File: config.mk
export PLATFORM = sky130hd
export DESIGN_NAME = lut_reduce_pipe
export DESIGN_NICKNAME = d
export VERILOG_FILES = /design/src/rtl/lut_reduce_pkg.sv /design/src/rtl/lut_reduce_stage.sv /design/src/rtl/lut_reduce_pipe.sv
export SDC_FILE = /design/constraint.sdc
export NUM_CORES = 1
export LEC_CHECK = 0
export CAP_MARGIN = 10
export CORE_AREA = 2 2 39 41
export DETAILED_ROUTE_END_ITERATION = 10
export DIE_AREA = 0 0 41 43
export PLACE_DENSITY_LB_ADDON = 0.15
export SETUP_SLACK_MARGIN = 0.3
export SYNTH_ARGS = -nofsm -noshare
export SYNTH_HDL_FRONTEND = slang
export SYNTH_HIERARCHICAL = 1
export SYNTH_SLANG_ARGS = --single-unit
File: constraint.sdc
create_clock -name clk -period 1.3 [get_ports clk]
set_input_delay 0.39 -clock clk [delete_from_list [all_inputs] [get_ports clk]]
set_output_delay 0.39 -clock clk [all_outputs]
set_load 0.05 [all_outputs]
File: src/rtl/lut_reduce_pkg.sv
// Op codes and helpers for the pipelined LUT reduction tree.
package lut_reduce_pkg;

    typedef enum logic [1:0] {
        OP_OR  = 2'd0,
        OP_AND = 2'd1,
        OP_XOR = 2'd2
    } op_e;

    localparam int MAX_WIDTH = 64;

    // Identity element used to pad an odd operand count at a tree level.
    function automatic logic op_identity(input int op);
        return (op == int'(OP_AND)) ? 1'b1 : 1'b0;
    endfunction

    function automatic logic op_apply(input int op, input logic a, input logic b);
        logic r;
        case (op)
            int'(OP_AND): r = a & b;
            int'(OP_XOR): r = a ^ b;
            default:      r = a | b;
        endcase
        return r;
    endfunction

    // Operand count entering the given tree level (level 0 = the raw input word).
    function automatic int level_count(input int width, input int level);
        int n;
        n = width;
        for (int i = 0; i < level; i++) begin
            n = (n + 1) / 2;
        end
        return n;
    endfunction

endpackage

File: src/rtl/lut_reduce_stage.sv
// One registered 2:1 level of the reduction tree; INV folds the final inversion into this register.
module lut_reduce_stage
    import lut_reduce_pkg::*;
#(
    parameter int   N_IN  = 2,
    parameter int   OP    = 0,
    parameter logic INV   = 1'b0,
    localparam int  N_OUT = (N_IN + 1) / 2
) (
    input  logic             clk,
    input  logic             rst,
    input  logic             en,
    input  logic             valid_i,
    input  logic [N_IN-1:0]  data_i,
    output logic             valid_o,
    output logic [N_OUT-1:0] data_o
);

    logic [2*N_OUT-1:0] padded;
    logic [N_OUT-1:0]   pairResult_d;
    logic [N_OUT-1:0]   pairResult_q;
    logic               valid_q;

    if (N_IN % 2 == 1) begin : g_pad
        assign padded = {op_identity(OP), data_i};
    end else begin : g_even
        assign padded = data_i;
    end

    always_comb begin
        pairResult_d = '0;
        for (int j = 0; j < N_OUT; j++) begin
            pairResult_d[j] = op_apply(OP, padded[2*j], padded[2*j+1]) ^ INV;
        end
    end

    // Data loads whenever the pipe advances; the valid bit qualifies it.
    always_ff @(posedge clk) begin
        if (rst) begin
            valid_q      <= 1'b0;
            pairResult_q <= '0;
        end else if (en) begin
            valid_q      <= valid_i;
            pairResult_q <= pairResult_d;
        end
    end

    assign valid_o = valid_q;
    assign data_o  = pairResult_q;

endmodule

File: src/rtl/lut_reduce_pipe.sv
// Pipelined N-input OR/AND/XOR reduction with optional inversion and a global stall enable.
// Optional result-toggle counter built when LUT_REDUCE_TOGGLE_CNT_EN is defined.
module lut_reduce_pipe
    import lut_reduce_pkg::*;
#(
    parameter int WIDTH  = 2,
    parameter int OP     = 0,
    parameter int INVERT = 0,
    parameter int CNT_W  = 16
) (
    input  logic             clk,
    input  logic             rst,
    input  logic             in_valid,
    output logic             in_ready,
    input  logic [WIDTH-1:0] in_data,
    output logic             out_valid,
    input  logic             out_ready,
    output logic             out_data,
    output logic [CNT_W-1:0] tog_cnt
);

    localparam int L = $clog2(WIDTH);

    if (WIDTH < 1 || WIDTH > MAX_WIDTH) begin : g_bad_width
        $error("lut_reduce_pipe: WIDTH=%0d outside 1..%0d", WIDTH, MAX_WIDTH);
    end
    if (OP < 0 || OP > 2) begin : g_bad_op
        $error("lut_reduce_pipe: illegal OP=%0d", OP);
    end

    logic             stall;
    logic             inValid_q;
    logic [WIDTH-1:0] inData_d;
    logic [WIDTH-1:0] inData_q;

    assign stall    = out_valid & ~out_ready;
    assign in_ready = ~stall;

    // With no tree levels the input register is the output register, so it takes the inversion.
    assign inData_d = (L == 0 && INVERT != 0) ? ~in_data : in_data;

    always_ff @(posedge clk) begin
        if (rst) begin
            inValid_q <= 1'b0;
            inData_q  <= '0;
        end else if (!stall) begin
            inValid_q <= in_valid;
            inData_q  <= inData_d;
        end
    end

    for (genvar l = 0; l < L; l++) begin : g_lvl
        localparam int NIN  = level_count(WIDTH, l);
        localparam int NOUT = level_count(WIDTH, l + 1);

        logic [NIN-1:0]  stageIn;
        logic            stageValidIn;
        logic [NOUT-1:0] stageOut;
        logic            stageValidOut;

        if (l == 0) begin : g_first
            assign stageIn      = inData_q;
            assign stageValidIn = inValid_q;
        end else begin : g_next
            assign stageIn      = g_lvl[l-1].stageOut;
            assign stageValidIn = g_lvl[l-1].stageValidOut;
        end

        lut_reduce_stage #(
            .N_IN (NIN),
            .OP   (OP),
            .INV  ((l == L - 1) && (INVERT != 0))
        ) u_stage (
            .clk     (clk),
            .rst     (rst),
            .en      (~stall),
            .valid_i (stageValidIn),
            .data_i  (stageIn),
            .valid_o (stageValidOut),
            .data_o  (stageOut)
        );
    end

    if (L == 0) begin : g_no_tree
        assign out_valid = inValid_q;
        assign out_data  = inData_q[0];
    end else begin : g_tree
        assign out_valid = g_lvl[L-1].stageValidOut;
        assign out_data  = g_lvl[L-1].stageOut[0];
    end

`ifdef LUT_REDUCE_TOGGLE_CNT_EN
    logic             lastResult_q;
    logic             lastResult_d;
    logic [CNT_W-1:0] togCnt_q;
    logic [CNT_W-1:0] togCnt_d;

    // Count transferred results that differ from the previous transferred one; wraps naturally.
    always_comb begin
        lastResult_d = lastResult_q;
        togCnt_d     = togCnt_q;
        if (out_valid && out_ready) begin
            lastResult_d = out_data;
            if (out_data != lastResult_q) begin
                togCnt_d = togCnt_q + CNT_W'(1);
            end
        end
    end

    always_ff @(posedge clk) begin
        if (rst) begin
            lastResult_q <= 1'b0;
            togCnt_q     <= '0;
        end else begin
            lastResult_q <= lastResult_d;
            togCnt_q     <= togCnt_d;
        end
    end

    assign tog_cnt = togCnt_q;
`else
    assign tog_cnt = '0;
`endif

endmodule
==> key figures <==
Yosys
  • Gate count of the mapped netlist: 38
  • Avg Cell Area, Syn: 9.186 um^2
  • Yosys warning total: 6
  • Area of the mapped netlist: 349.1 um^2
  • Distinct cell type count of the synthesized netlist: 11
  • Post-Synth Simple-Gate Area: 22.22%
  • Synthesized-area fraction occupied by xor and xnor cells: 0%
  • Share of synthesized cell area in full adder, half adder and majority cells: 0%
  • Compound-cell area share of the yosys netlist: 9.677%
  • Register bit count reported by yosys: 5
  • Proportion of synthesized area in mux cells: 2.867%
  • Share of synthesized area occupied by flip-flops and latches: 28.67%
  • Dominant combinational cell family by area after synthesis: buffers and inverters

Status
  • Failing checks: negative setup slack
  • Run status: complete, but fails checks

Critical path
  • Delay of the slowest critical-path stage: 0.21 ns
  • Crit path cell chain: clkdlybuf4s15_2 -> nor2b_4 -> clkinvlp_4 -> buf_8
  • Data arrival time of the critical path: 1.01 ns
  • Type of the worst setup path: input port to output port
  • Required time worst endpoint: 0.91 ns
  • Largest fanout on the critical path: 2
  • Register-to-register setup slack: 0.15 ns
  • Cell with the biggest individual delay on the critical path: sky130_fd_sc_hd__clkdlybuf4s15_2
  • CP Launch Type: input port
  • Type of destination of the critical path: output port

STA
  • Time the worst path needs with I/O delays and setup: 1.397 ns
  • Setup violators final: 2
  • Unrepaired setup endpoints after global routing: yes
  • Final WS setup: -0.09719 ns
  • Post-Route Setup TNS: -0.1297 ns
  • Number of hold violations in the final report: 0
  • Tightest hold margin: 0.4940 ns
  • Worst-case clock skew: 0.002250 ns
  • Final Max Slew Viols: 0
  • Fmax achieved: 715.7 MHz
  • Final worst path period share: 107.5%

Global route
  • Antenna violations before repair: 0
  • Number of global-route vias before repair: 258
  • First-pass GRT wire length: 952 um
  • Pin count of the biggest net entering global routing: 8
  • Total global-route track usage: 8.442%
  • Gr ovfl total: 0

Cells and area
  • Final instance count without filler cells: 75
  • Number of nets in the finished design: 66
  • Most common library cell in the layout ignoring fill and taps: sky130_fd_sc_hd__conb_1
  • # diodes: 0
  • Layout area overhead: 55.56%
  • Commonest cells after routing, fill and taps aside: sky130_fd_sc_hd__conb_1 (16), sky130_fd_sc_hd__buf_4 (8)
  • Share of post-route cells with drive strength above 1: 44.07%

CTS
  • Total clock buffers created by CTS: 3
  • Clock tree from TritonCTS: done
  • Reg clk slew, reported paths: 0.04 ns
  • Worst skew pair latency: 0.24 ns
  • Clk root buf: sky130_fd_sc_hd__clkbuf_4
  • Clock Sink Count: 5
  • Deepest clock path buffer count: 2
  • Level count of the clock H-tree: 1
  • Hold-fix buffer count after cts: 0

Drt
  • Detail-routed net length per standard cell: 7.360 um
  • Post-detailed-routing wire length: 552 um
  • Violation count after the first detailed-routing iteration: 2
  • Routed via count divided by cell count: 3.533
  • DR vias: 265
  • Residual DRC count: 0
  • First-pass detailed-route iteration total: 2
  • Detail Route Antenna Nets: 0

Place
  • Port buffer count: 8
  • Total instance count after detailed placement: 65
  • Detailed Place HPWL: 402.5 um
  • Post-placement setup slack: -0.3832 ns
  • Routability-driven placement congestion ratio: 0.6204

Floorplanning
  • Area of the core region: 1384 um^2
  • Number of ports placed on the die boundary: 25
  • Count of standard-cell rows: 14
  • Initial Util: 25.23%
  • Die span in y: 43 um
  • Die outline area: 1763 um^2
  • Horiz. Die Dim: 41 um

Run
  • Number of max-capacitance violations reported: 0

Power
  • Peak supply drop: 0.3955 mV
  • Power per cell area: 1008 nW/um^2
  • Static leakage: 0.0002537 uW

Min path
  • Worst Hold Class: flop to flop
final cells by class:
| class | count | area, um^2 |
|---|---|---|
| clock buffers | 4 | 26.28 |
| fillers | 155 | 840.8 |
| inverters | 1 | 7.507 |
| multi-input cells | 31 | 193.9 |
| flip-flops and latches | 5 | 107.6 |
| well taps | 16 | 20.02 |
| repair buffers | 18 | 187.7 |
per-layer routing:
layer,vias to the layer above,global-route usage [%],share of wire [%]
met4,0,10.00,2.5
li1,134,-,-
met2,15,12.19,54
met5,-,0,0
met1,114,8.710,35
met3,2,1.571,8.3
synthesized netlist by cell type:
cell type	count	area [um^2]
sky130_fd_sc_hd__buf_4	16	120.1
sky130_fd_sc_hd__nor2b_4	1	13.76
sky130_fd_sc_hd__nor2_1	3	11.26
sky130_fd_sc_hd__o21ai_2	3	26.28
sky130_fd_sc_hd__a211oi_1	1	7.510
sky130_fd_sc_hd__dfxtp_1	5	100.1
sky130_fd_sc_hd__nand4bb_1	3	33.78
sky130_fd_sc_hd__mux2i_1	1	10.01
sky130_fd_sc_hd__conb_1	1	3.750
sky130_fd_sc_hd__inv_1	1	3.750
sky130_fd_sc_hd__nand2b_1	3	18.77
registers in the layout, summed over array words and instances (netlist names):
register	count
g_lvl.stageIn	2
g_lvl.stageValidIn	1
g_lvl.u_stage/data_o	1
g_lvl.u_stage/valid_o	1
worst max-delay path, delay by kind of cell:
family / cells / cell delay (ns)
AND/OR/NAND/NOR: 1 / 0.14
buffers and inverters: 3 / 0.47
report_power, final:
group / internal, uW / switching [uW]
Combinational: 60.3 / 143
Sequential: 162 / 5.96
Clock: 116 / 60.0
Total: 339 / 209
repair_timing:
action / CTS / global route
endpoints found under the setup margin: 8 / 5
buffers inserted: 4 / 2
gates resized for setup: 12 / 1
metrics by stage:
stage	total power [uW]	area (um^2)	util, %
after floorplan	345.8	412.9	-
after global placement	356.0	440.4	31.83
after detailed placement	355.9	440.4	31.83
after CTS	550.0	524.3	37.88
after global routing	579.6	543.0	39.24
final	547.2	543.0	39.24
kinds of logic after synthesis:
family,count (synthesis)
flops,5
compound gates,4
simple gates,10
mux,1
buf+inv,17
other cells,1
final timing paths:
path | startpoint | to | cells past startpoint
min reg2reg | g_lvl[0].stageValidIn | g_lvl[0].u_stage/valid_o | 2
max | out_ready | in_ready | 4
max reg2reg | g_lvl[0].u_stage/valid_o | g_lvl[0].u_stage/valid_o | 6
min | g_lvl[0].stageValidIn | g_lvl[0].u_stage/valid_o | 2
(Power assumes the default switching activity.)
